==> src/rtl/spi_pkg.sv <==
// Shared definitions for the SPI master/slave pair: opcode values, frame
// widths and the 3-bit master state encoding.
package spi_pkg;

   localparam int unsigned FRAME_W_DEF = 10;
   localparam int unsigned DATA_W_DEF  = 8;

   localparam logic [1:0] CMD_WR_ADDR = 2'b00;
   localparam logic [1:0] CMD_WR_DATA = 2'b01;
   localparam logic [1:0] CMD_RD_ADDR = 2'b10;
   localparam logic [1:0] CMD_RD_DATA = 2'b11;

   localparam logic [2:0] ST_IDLE      = 3'd0;
   localparam logic [2:0] ST_SELECT    = 3'd1;
   localparam logic [2:0] ST_SHIFT_CMD = 3'd2;
   localparam logic [2:0] ST_WAIT_RD   = 3'd3;
   localparam logic [2:0] ST_SHIFT_RD  = 3'd4;
   localparam logic [2:0] ST_DESELECT  = 3'd5;

   // True for the only opcode that expects data back on MISO.
   function automatic logic is_read_data(input logic [1:0] op);
      return op == CMD_RD_DATA;
   endfunction

endpackage

==> src/rtl/spi_shift_reg.sv <==
// Parameterised shift register: parallel load, shifts left (MSB out,
// shift_in enters at the LSB). Load has priority over shift.
module spi_shift_reg #(
   parameter int unsigned W = 8
) (
   input  logic         CLK,
   input  logic         rst_n,
   input  logic         load,
   input  logic [W-1:0] load_data,
   input  logic         shift,
   input  logic         shift_in,
   output logic [W-1:0] q
);

   // Register update: reset, load or one-bit left shift.
   always_ff @(posedge CLK) begin
      if (!rst_n) begin
         q <= '0;
      end else if (load) begin
         q <= load_data;
      end else if (shift) begin
         q <= {q[W-2:0], shift_in};
      end
   end

endmodule

==> src/rtl/spi_master.sv <==
// SPI master for the 10-bit command / 8-bit read-data protocol.
// Optional feature: define SPI_MASTER_MISO_SYNC_EN to pass MISO through a
// 2-flop synchronizer; WAIT_RD then lasts READ_GAP+2 cycles.
module spi_master
   import spi_pkg::*;
#(
   parameter int unsigned FRAME_W     = FRAME_W_DEF,
   parameter int unsigned DATA_W      = DATA_W_DEF,
   parameter int unsigned READ_GAP    = 3,
   parameter int unsigned SS_HIGH_CYC = 2
) (
   input  logic               CLK,
   input  logic               rst_n,
   input  logic               cmd_valid,
   output logic               cmd_ready,
   input  logic [FRAME_W-1:0] cmd_data,
   output logic               rsp_valid,
   output logic [DATA_W-1:0]  rsp_data,
   output logic               SS_n,
   output logic               MOSI,
   input  logic               MISO
);

`ifdef SPI_MASTER_MISO_SYNC_EN
   localparam int unsigned WAIT_CYC = READ_GAP + 2;
`else
   localparam int unsigned WAIT_CYC = READ_GAP;
`endif

   localparam int unsigned CNT_MAX = FRAME_W + DATA_W + WAIT_CYC + SS_HIGH_CYC + 2;
   localparam int unsigned CNT_W   = $clog2(CNT_MAX + 1);

   logic [2:0]         state;
   logic [CNT_W-1:0]   cnt;
   logic               ss_n_q;
   logic               mosi_q;
   logic               rsp_valid_q;
   logic [DATA_W-1:0]  rsp_data_q;

   logic [FRAME_W-1:0] tx_q;
   logic               tx_load;
   logic               tx_shift;
   logic [DATA_W-1:0]  rx_q;
   logic               rx_shift;
   logic               miso_s;
   logic               rd_op;
   logic               frame_sent;
   logic               unused_bits;

`ifdef SPI_MASTER_MISO_SYNC_EN
   logic [1:0] miso_sync;

   // Two-flop synchronizer for MISO arriving from a pad or foreign domain.
   always_ff @(posedge CLK) begin
      if (!rst_n) begin
         miso_sync <= '0;
      end else begin
         miso_sync <= {miso_sync[0], MISO};
      end
   end

   assign miso_s = miso_sync[1];
`else
   assign miso_s = MISO;
`endif

   // The TX register rotates (MSB fed back into LSB), so after all FRAME_W
   // bits are sent it holds the original command again and the opcode can be
   // read from its top bits without a separate opcode latch.
   assign frame_sent = (cnt == CNT_W'(FRAME_W));
   assign rd_op      = is_read_data(tx_q[FRAME_W-1 -: 2]);

   // Shift-register controls derived from the current state.
   always_comb begin
      tx_load  = 1'b0;
      tx_shift = 1'b0;
      rx_shift = 1'b0;
      case (state)
         ST_IDLE:      tx_load  = cmd_valid;
         ST_SELECT:    tx_shift = 1'b1;
         ST_SHIFT_CMD: tx_shift = !frame_sent;
         ST_SHIFT_RD:  rx_shift = 1'b1;
         default:      ;
      endcase
   end

   spi_shift_reg #(.W(FRAME_W)) u_tx (
      .CLK       (CLK),
      .rst_n     (rst_n),
      .load      (tx_load),
      .load_data (cmd_data),
      .shift     (tx_shift),
      .shift_in  (tx_q[FRAME_W-1]),
      .q         (tx_q)
   );

   spi_shift_reg #(.W(DATA_W)) u_rx (
      .CLK       (CLK),
      .rst_n     (rst_n),
      .load      (1'b0),
      .load_data ('0),
      .shift     (rx_shift),
      .shift_in  (miso_s),
      .q         (rx_q)
   );

   // Transaction FSM: select, command shift-out, optional read, deselect.
   always_ff @(posedge CLK) begin
      if (!rst_n) begin
         state       <= ST_IDLE;
         cnt         <= '0;
         ss_n_q      <= 1'b1;
         mosi_q      <= 1'b0;
         rsp_valid_q <= 1'b0;
         rsp_data_q  <= '0;
      end else begin
         rsp_valid_q <= 1'b0;
         case (state)
            ST_IDLE: begin
               if (cmd_valid) begin
                  ss_n_q <= 1'b0;
                  state  <= ST_SELECT;
               end
            end
            ST_SELECT: begin
               mosi_q <= tx_q[FRAME_W-1];
               cnt    <= CNT_W'(1);
               state  <= ST_SHIFT_CMD;
            end
            ST_SHIFT_CMD: begin
               if (frame_sent) begin
                  cnt    <= '0;
                  mosi_q <= 1'b0;
                  if (rd_op) begin
                     state <= ST_WAIT_RD;
                  end else begin
                     ss_n_q <= 1'b1;
                     state  <= ST_DESELECT;
                  end
               end else begin
                  mosi_q <= tx_q[FRAME_W-1];
                  cnt    <= cnt + CNT_W'(1);
               end
            end
            ST_WAIT_RD: begin
               if (cnt == CNT_W'(WAIT_CYC - 1)) begin
                  cnt   <= '0;
                  state <= ST_SHIFT_RD;
               end else begin
                  cnt <= cnt + CNT_W'(1);
               end
            end
            ST_SHIFT_RD: begin
               if (cnt == CNT_W'(DATA_W - 1)) begin
                  rsp_data_q  <= {rx_q[DATA_W-2:0], miso_s};
                  rsp_valid_q <= 1'b1;
                  ss_n_q      <= 1'b1;
                  cnt         <= '0;
                  state       <= ST_DESELECT;
               end else begin
                  cnt <= cnt + CNT_W'(1);
               end
            end
            ST_DESELECT: begin
               if (cnt == CNT_W'(SS_HIGH_CYC - 1)) begin
                  cnt   <= '0;
                  state <= ST_IDLE;
               end else begin
                  cnt <= cnt + CNT_W'(1);
               end
            end
            default: begin
               state  <= ST_IDLE;
               cnt    <= '0;
               ss_n_q <= 1'b1;
               mosi_q <= 1'b0;
            end
         endcase
      end
   end

   assign unused_bits = ^{tx_q[FRAME_W-3:0], rx_q[DATA_W-1]};

   assign cmd_ready = rst_n && (state == ST_IDLE);
   assign rsp_valid = rsp_valid_q;
   assign rsp_data  = rsp_data_q;
   assign SS_n      = ss_n_q;
   assign MOSI      = mosi_q;

endmodule

==> config.mk <==
export PLATFORM = sky130hd
export DESIGN_NAME = spi_master
export DESIGN_NICKNAME = d
export VERILOG_FILES = /design/src/rtl/spi_pkg.sv /design/src/rtl/spi_shift_reg.sv /design/src/rtl/spi_master.sv
export SDC_FILE = /design/constraint.sdc
export NUM_CORES = 1
export LEC_CHECK = 0
export ABC_AREA = 1
export CAP_MARGIN = 40
export CORE_MARGIN = 3
export CORE_UTILIZATION = 40
export DETAILED_ROUTE_END_ITERATION = 16
export HOLD_SLACK_MARGIN = 0.08
export PLACE_DENSITY = 0.61
export SLEW_MARGIN = 20
export SYNTH_ARGS = -nofsm -noshare
export SYNTH_HDL_FRONTEND = slang
export SYNTH_SLANG_ARGS = --single-unit
==> constraint.sdc <==
create_clock -name CLK -period 1.7 [get_ports CLK]
set_input_delay 0.17 -clock CLK [delete_from_list [all_inputs] [get_ports CLK]]
set_output_delay 0.17 -clock CLK [all_outputs]
set_load 0.01 [all_outputs]
==> results_dict.tcl <==
set metrics [dict create \
    status "finished clean" \
    setup_ws_ns 0.1460 \
    gp_congestion 0.8175 \
    layout.cells.non_filler 344 \
    place_ws_ns 0.09517 \
    initial_core_util_pct 42.88 \
    peakVddDrop_mv 0.9513 \
    clockBufferDepth 2 \
    wl_um 3866 \
    routedWlPerCell_um 11.24 \
    num_antenna_cells 0 \
    grt_pass1_wl_um 6603 \
    synthXorXnorAreaFrac_pct 0.9009 \
    skew_ns 0.003504 \
    drive_gt1_share_pct 23.30 \
    r2r_cells 11 \
    drc_errors 0 \
    hold_depth 2 \
    syn_area_per_cell_um2 7.936 \
    clk_pin_slew_ns 0.07 \
    dpl.hpwl_um 2933 \
    setup_viol 0 \
    grt_pass1_vias 1488 \
    leakagePower_nw 1.011 \
    numCtsBuffers 5 \
    worstSkewPairLatency_ns 0.29 \
    cts_post_setup_buffers_inserted 0 \
    rows 24 \
    power.total_mw 3.752 \
    h-tree-depth 2 \
    period_share_pct 91.41 \
    crit_path_max_fanout 4 \
    maxCapViolations 0 \
    setup_tns_ns 0 \
    fin_crit_ns 1.554 \
    powerDensity_nw_per_um2 1570 \
    rsz0062_at_grt "no" \
    synthCells 245 \
    yosysUniqueCellTypes 33 \
    synthMuxAreaShare_pct 0 \
    grt_max_degree 29 \
    yosysWarnings 0 \
    crit_arrival_ns 1.38 \
    tightest_slew_ns 0.3076 \
    cts_tree "yes" \
    antenna_found_initial 0 \
    postSynth.asyncResetShare_pct 0 \
    ys_seq_area_share_pct 37.07 \
    worst_ep_required_time_ns 1.53 \
    finalMaxSlewViolations 0 \
    relSlewSlack_pct 79.47 \
    clockRootBuffer "clkbuf_8" \
    synth-compound-area-share_pct 15.25 \
    cts_sinks 36 \
    hold_class "reg -> reg" \
    syn_area_um2 1944 \
    fill_cells 442 \
    synth_edf_count 0 \
    via_per_inst 4.738 \
    hold_viol 0 \
    dieHeight_um 75.72 \
    numPortBuffers 25 \
    hold_ws_ns 0.4628 \
    firstDrtPassIters 4 \
    die_w_um 75.72 \
    multi_input_area_um2 1049 \
    synth.net_count 262 \
    ff_latch_area_um2 720.7 \
    vias 1630 \
    io_pins 26 \
    core_area_um2 4534 \
    placed_cells 336 \
    synth_top_family_by_area "simple AND/OR/NAND/NOR gates" \
    grt_remaining_overflow 0 \
    die_area_um2 5734 \
    syn2layout_area_growth_pct 22.91 \
    synth_fa_ha_area_share_pct 1.931 \
    layout_common_cells "dfxtp_1 (36), nand2_1 (36), nor2_1 (28), clkdlybuf4s50_1 (24)" \
    setup.worst_path.start_class "flip-flop" \
    first_iter_violations 48 \
    yosys.area_share.simple_pct 35.33 \
    synth-main-ff-cell "dfxtp_1" \
    end_kind "output pin" \
    ant_nets 0 \
    final_nets 295 \
    ys_ff_latch 36 \
    crit_type "reg -> out" \
    reg2reg_slack_ns 0.19 \
    grt_usage_pct 15.36 \
    max_freq_mhz 643.5 \
]
-- through the flow --
step / area [um^2] / util [%]
finish: 2390 / 52.70
global route: 2390 / 52.70
CTS: 2380 / 52.48
detailed placement: 2273 / 50.14
global placement: 2273 / 50.14
floorplan: 1944 / -
-- kinds of logic after synthesis --
logic type      Yosys count
buf+inv                  37
xor+xnor                  2
fa+ha+maj                 3
simple gates            118
compound gates           49
flops                    36
-- metal layers --
layer / GRT usage, % / up-vias / share of wire [%]
li1: - / 867 / -
met1: 19.79 / 727 / 49
met2: 23.97 / 29 / 45
met3: 4.354 / 7 / 3.3
met4: 6.602 / 0 / 2.1
met5: 0 / - / 0
-- where the power goes --
part	switching (mW)	internal (mW)	leakage [nW]
clock	0.309	0.435	0.0552
combinational	1.14	0.697	0.662
sequential	0.134	1.04	0.294
total	1.58	2.17	1.01
-- final timing paths --
path	start	endpoint
max	state[1]$_SDFFE_PN0P_	cmd_ready
min	u_rx.q[4]$_SDFFE_PN0P_	rsp_data[5]$_SDFFE_PN0P_
max reg2reg	cnt[0]$_SDFFE_PN0P_	state[1]$_SDFFE_PN0P_
min reg2reg	u_rx.q[4]$_SDFFE_PN0P_	rsp_data[5]$_SDFFE_PN0P_
-- worst max-delay path, cell delays in order, from the launching register on --
cell and delay [ns]:
dfxtp_1 0.32, inv_2 0.09, nand2_4 0.08, nor2_4 0.16, inv_2 0.06, nor2_2 0.11
dlygate4sd2_1 0.28
-- sequential cells by signal, indices dropped and copies added, names as in the netlist --
register and count:
rsp_valid 1, u_tx.q 10, SS_n 1, cnt 5, rsp_data 8, u_rx.q 7, MOSI 1, state 3
-- cells in the mapped netlist (2+ instances only) --
cell type / count / area [um^2]
a211oi_2: 2 / 25.02
a21oi_1: 11 / 55.05
a21oi_2: 9 / 78.83
buf_2: 2 / 10.01
buf_6: 3 / 33.78
dfxtp_1: 36 / 720.7
ha_1: 3 / 37.54
inv_1: 20 / 75.07
inv_2: 5 / 18.77
inv_4: 2 / 12.51
nand2_1: 37 / 138.9
nand2_2: 3 / 18.77
nand2_4: 4 / 45.04
nand3_1: 20 / 100.1
nand3_2: 4 / 40.04
nand3b_1: 2 / 15.01
nor2_1: 28 / 105.1
nor2_2: 3 / 18.77
nor2_4: 2 / 22.52
nor2_8: 3 / 60.06
nor3_1: 2 / 10.01
nor3_2: 8 / 80.08
o21ai_0: 15 / 75.07
o21ai_1: 11 / 55.05
xor2_1: 2 / 17.52
-- layout make-up --
type | count | area share (%)
multi-input combinational | 172 | 43.87
sequential | 36 | 30.16
timing repair buffer | 34 | 13.25
inverter | 29 | 4.817
tap | 65 | 3.403
clock buffer | 6 | 3.037
clock inverter | 2 | 1.466
-- what timing repair did --
item,in CTS,in global routing
setup endpoints to repair,1,9
hold buffers,0,0
resized for setup,1,2
No activity file was read; power rests on OpenSTA's default activity.
==> RTL edit 1 (same flow settings) <==
The option `SPI_MASTER_MISO_SYNC_EN` is turned on by a define.
--- a/src/rtl/spi_master.sv
+++ b/src/rtl/spi_master.sv
@@ -1,6 +1,8 @@
 // SPI master for the 10-bit command / 8-bit read-data protocol.
 // Optional feature: define SPI_MASTER_MISO_SYNC_EN to pass MISO through a
 // 2-flop synchronizer; WAIT_RD then lasts READ_GAP+2 cycles.
+`define SPI_MASTER_MISO_SYNC_EN
+
 module spi_master
    import spi_pkg::*;
 #(
Formal check against the unedited RTL: no difference found for any inputs over 10 cycles, from zero or initial values and one cycle with rst_n low; that may be too few to reach the edited logic, so the function may still have changed.
==> RTL edit 1 against the original RTL <==
  * Worst setup slack got worse by 0.0016 ns
  * First-iteration DRC count increased by 140%
  * Global-route usage increased by 0.42 points
  * Total power decreased by 2.1%
  * Clock power increased by 26%
  * Area after synthesis decreased by 6.4%
  * Sequential cell count increased by 2
  * Design area decreased by 3.7%
  * Wire length decreased by 0.49%
  * Cell count decreased by 2.0%
  * Non-clock buffer count increased by 2
  * Largest power group unchanged
==> RTL edit 1: results (changes against the original RTL) <==
Synthesis:
- The part of the Yosys area used for sequential elements was 41.8% (+4.8 points).
- The synthesized net count is 270 (+3.1%).
- The commonest cells after synthesis are 50 x sky130_fd_sc_hd__nand2_1, 38 x sky130_fd_sc_hd__dfxtp_1, 32 x sky130_fd_sc_hd__nor2_1.
- The count of unique library cells instantiated by Yosys is 28 (-15%).
- By area the synthesized netlist is led by sky130_fd_sc_hd__dfxtp_1 42%, sky130_fd_sc_hd__nand2_1 10%, sky130_fd_sc_hd__nor2_1 6.6%.
- The count of synthesis-stage warnings from yosys was 0 (unchanged).
- The most numerous cell in the Yosys netlist is sky130_fd_sc_hd__nand2_1.
- The average cell area after synthesis is 7.22 sq um (-9.0%).

Power and ir drop:
- The net switching fraction of the power is 36.7% (-5.4 points).
- The cell leakage power is 1.03 nW (+2.2%).
- The peak supply drop is 0.658 mV (-31%).
- The sequential group power is 1.24 mW (+6%).
- The power attributed to combinational cells is 1.50 mW (-18%).

Timing:
- The remaining max-slew budget at the tightest pin is 78.2% (-1.3 points).
- The worst-case hold slack is 0.415 ns (-0.0474 ns).
- The total setup violations reported at the end of the flow is 0 (unchanged).
- The worst clock skew is 0.00631 ns (+0.00281 ns).

Setup path:
- The arrival time of data at the critical path endpoint is 1.73 ns (+0.35 ns).
- The worst register-to-register path begins at cnt[0].
- The peak fanout along the critical path is 9 (+5).
- The setup slack of the worst register-to-register path is 0.14 ns (-0.05 ns).
- The endpoint identified for the worst register-to-register timing path is SS_n.

Global route:
- The global-route wire length before repair is 6.56 mm (-0.64%).
- The number of global-route vias before repair came to 1481 (-0.47%).
- The total routing usage reported by global routing came to 15.8% (+0.42 points).
- The pin count of the biggest net entering global routing is 28 (-3.4%).

Drt:
- The detailed-route wire length came to 3.85 mm (-0.49%).
- The via count normalized by instance count is 4.86 (+2.6%).
- The first-iteration detailed-routing DRC count is 114 (+140%).
- The first-pass iteration count of the detailed router is 4 (unchanged).
- The routed length per placed instance is 11.4 um (+1.6%).

Cells and area:
- The flip-flop count of the largest register after layout is 10 (unchanged).
- The number of nets at the end of the flow is 304 (+3.1%).
- u_tx.q holds more flip-flops than any other register.
- The fraction of final layout cells sized beyond drive strength 1 was 13.2% (-10 points).

Worst hold path:
- The number of cells on the worst hold path is 2 (unchanged).
- The start point of the worst min-delay path is miso_sync[0].
- For hold timing, the worst endpoint is miso_sync[1].

Placement:
- The final weighted congestion in routability-driven placement is 0.888 (+8.6%).
- The placed wire-length estimate is 2.86 mm (-2.6%).
- The cell total after placement came to 329 (-2.1%).

CTS:
- The post-CTS setup repair buffer count is 0 (unchanged).
- The number of buffers added by the clock tree synthesis step came to 5 (unchanged).

Status:
- The run finished with clean final reports.
RTL edit 1: worst max path at each step:
stage	start	endpoint	slack, ns	cells after the start
after floorplan	cnt[0]	u_tx.q[1]	0.22	11
after global placement	rst_n	cmd_ready	-0.02	4
after detailed placement	rst_n	cmd_ready	-0.005	4
after CTS	cnt[0]	state[1]	0.09	10
after global routing	cnt[0]	state[1]	-0.03	11
final	cnt[0]	SS_n	0.14	11
RTL edit 1: cell type report:
| class | count | area [sq um] |
|---|---|---|
| flip-flops and latches | 38 | 762 |
| repair buffers | 36 | 332 |
| well taps | 50 | 62.6 |
| clock inverters | 2 | 60.1 |
| clock buffers | 6 | 82.6 |
| fillers | 407 | 1900 |
| multi-input cells | 178 | 901 |
| inverters | 27 | 101 |
RTL edit 1: routing by layer:
metal  part of all wire, %  routed length (um)  GRT usage [%]  vias up
met5                     0                   0              0        -
met4                   1.4                  54           6.64        0
met3                   4.6                 178           3.69        5
met2                    44                1670           24.6       35
met1                    50                1940           20.8      714
li1                      -                   -              -      884
RTL edit 1: stage by stage:
stage	util (%)	worst slack (ns)	power [mW]	cell area, sq um
6_report	54.8	0.144	3.67	2300
3_5_place_dp	51.1	-0.00484	2.74	2150
3_3_place_gp	51.1	-0.0173	2.73	2150
2_1_floorplan	-	0.221	2.36	1820
5_1_grt	54.8	-0.0279	3.99	2300
4_1_cts	54.5	0.0858	3.68	2290
RTL edit 1: what timing repair did:
action                     4_1_cts  5_1_grt
gates resized for setup          2        3
pin swaps                        0        0
setup endpoints to repair        1       10
RTL edit 1: worst max-delay path: stages, from the launching register on:
cell                      delay [ns]
sky130_fd_sc_hd__dfxtp_2        0.35
sky130_fd_sc_hd__inv_1          0.08
sky130_fd_sc_hd__ha_1           0.14
sky130_fd_sc_hd__nand2_1        0.05
sky130_fd_sc_hd__inv_1          0.06
sky130_fd_sc_hd__nand2_1        0.13
sky130_fd_sc_hd__nand2_4        0.17
sky130_fd_sc_hd__nand2_1        0.12
sky130_fd_sc_hd__nor2_1         0.18
sky130_fd_sc_hd__nand2_1        0.07
sky130_fd_sc_hd__nand2_1        0.06
sky130_fd_sc_hd__nand2_1        0.05
RTL edit 1: logic make-up after synthesis:
| group | count (synthesis) | share of synthesized area (%) |
|---|---|---|
| AOI/OAI and AO/OA | 49 | 14.5 |
| buffers and inverters | 36 | 9.35 |
| DFF | 38 | 41.8 |
| adders and majority gates | 4 | 2.75 |
| xor gates and xnor gates | 1 | 0.482 |
| and+or+nand+nor | 124 | 31.1 |
==> RTL edit 2 (same settings) <==
Made on the original files. `SS_HIGH_CYC`: 2 -> 1.
--- a/src/rtl/spi_master.sv
+++ b/src/rtl/spi_master.sv
@@ -7,7 +7,7 @@
    parameter int unsigned FRAME_W     = FRAME_W_DEF,
    parameter int unsigned DATA_W      = DATA_W_DEF,
    parameter int unsigned READ_GAP    = 3,
-   parameter int unsigned SS_HIGH_CYC = 2
+   parameter int unsigned SS_HIGH_CYC = 1
 ) (
    input  logic               CLK,
    input  logic               rst_n,
Behaviour: same outputs for any inputs over 10 cycles, from zero or initial values and one cycle with rst_n low; that may be too few to reach the edited logic, so the function may still have changed.
==> RTL edit 2 against the original RTL <==
  * Worst hold slack improved by 0.0029 ns
  * Clock skew grew 0.0017 ns
  * Maximum frequency increased by 1.3%
  * Synthesized cell count is 0.41% higher
  * Total power fell by 6.1%
  * Area after synthesis fell by 3.4%
  * Design area fell by 2.8%
  * Sequential cell count did not move
  * Worst setup slack better by 0.020 ns
  * Combinational power decreased by 12%
  * Clock power is 2% higher
  * First-iteration DRC count increased by 110%
  * Die area is 3.1% lower
  * Wire length rose by 5.3%
==> RTL edit 2: results (changes against the original RTL) <==
Power and ir drop:
- The cell leakage power is 0.996 nW (-1.5%).
- The peak supply drop came to 0.575 mV (-40%).

Global route:
- The total routing usage reported by global routing is 15.6% (+0.21 points).
- The routing usage on met3 was 3.38% (-0.98 points).
- The met1 track demand over resource in global routing is 22.4% (+2.6 points).
- The global-route wire length before repair is 6.73 mm (+1.9%).

Drt:
- The met2 layer wire length in the routed design is 1.74 mm (about the same).
- The via count normalized by instance count is 4.91 (+3.6%).
- The sum of met3 wire segment lengths after detailed routing is 131 um (+2.3%).
- The first-iteration detailed-routing DRC count was 99 (+110%).

Setup path:
- The worst reg2reg path depth is 12 (+1).
- The critical path is of the register to register type.
- The family with the most delay on the worst path is simple AND/OR/NAND/NOR gates.
- The peak fanout along the critical path came to 6 (+2).
- The arrival time of data at the critical path endpoint was 1.73 ns (+0.35 ns).
- In this run the critical register-to-register path is captured at MOSI.
- The biggest cell delay along the critical path was 0.34 ns (+0.02 ns).

Synthesis:
- The xor-xnor portion of the synthesized cell area came to 0.466% (-0.43 points).
- The commonest cells after synthesis are 36 x sky130_fd_sc_hd__dfxtp_1, 34 x sky130_fd_sc_hd__nand2_1, 24 x sky130_fd_sc_hd__nor2_1.
- The fraction of the mapped netlist area in adder cells is 2.00% (+0.068 points).
- The post-synthesis compound-gate area fraction was 15.4% (+0.14 points).
- The part of the Yosys area used for sequential elements came to 38.4% (+1.3 points).

Cells and area:
- The fraction of standard cell area that is sequential is 31.0% (+0.86 points).
- The fraction of final layout cells sized beyond drive strength 1 was 21.3% (-2.0 points).
- The layout inverter count without the clock tree is 30 (+3.4%).
- The multi-input gate share of the layout cell area is 42.3% (-1.5 points).
- The number of non-clock buffers was 35 (+2.9%).
- The fill cell total of the finished layout came to 444 (+0.45%).
- The number of standard cells in the final layout excluding fillers is 334 (-2.9%).
- The non-clock buffer contribution to total cell area came to 13.9% (+0.70 points).
- The number of nets at the end of the flow is 298 (+1.0%).

Placement:
- The cell total after placement was 321 (-4.5%).
- The placed wire-length estimate was 2.80 mm (-4.5%).

Status:
- The run finished with clean final reports.

Timing:
- The worst clock skew is 0.00525 ns (+0.00174 ns).

Worst hold path:
- In this run the most critical hold path is launched from SS_n.
[RTL edit 2: changes by cell type in the layout (fill, tap and decap cells not counted), moves of 6 or more]
cell	delta
sky130_fd_sc_hd__a21oi_2	-8
sky130_fd_sc_hd__nor3_1	+7
sky130_fd_sc_hd__o21ai_1	-6
sky130_fd_sc_hd__a21oi_1	+8
sky130_fd_sc_hd__o21ai_0	+7
sky130_fd_sc_hd__nor3_2	-6
[RTL edit 2: metrics by stage]
stage / setup slack [ns] / utilization, % / hold slack [ns] / area [sq um]
2_1_floorplan: 0.279 / - / 0.317 / 1880
3_3_place_gp: 0.103 / 48.9 / 0.452 / 2170
3_5_place_dp: 0.0787 / 48.9 / 0.453 / 2170
4_1_cts: 0.127 / 51.6 / 0.464 / 2290
5_1_grt: 0.0136 / 52.3 / 0.474 / 2320
6_report: 0.166 / 52.3 / 0.466 / 2320
[RTL edit 2: power breakdown]
group / internal (mW) / switching, mW
registers: 1.03 / 0.120
clock network: 0.434 / 0.324
logic: 0.610 / 1.00
total: 2.08 / 1.44
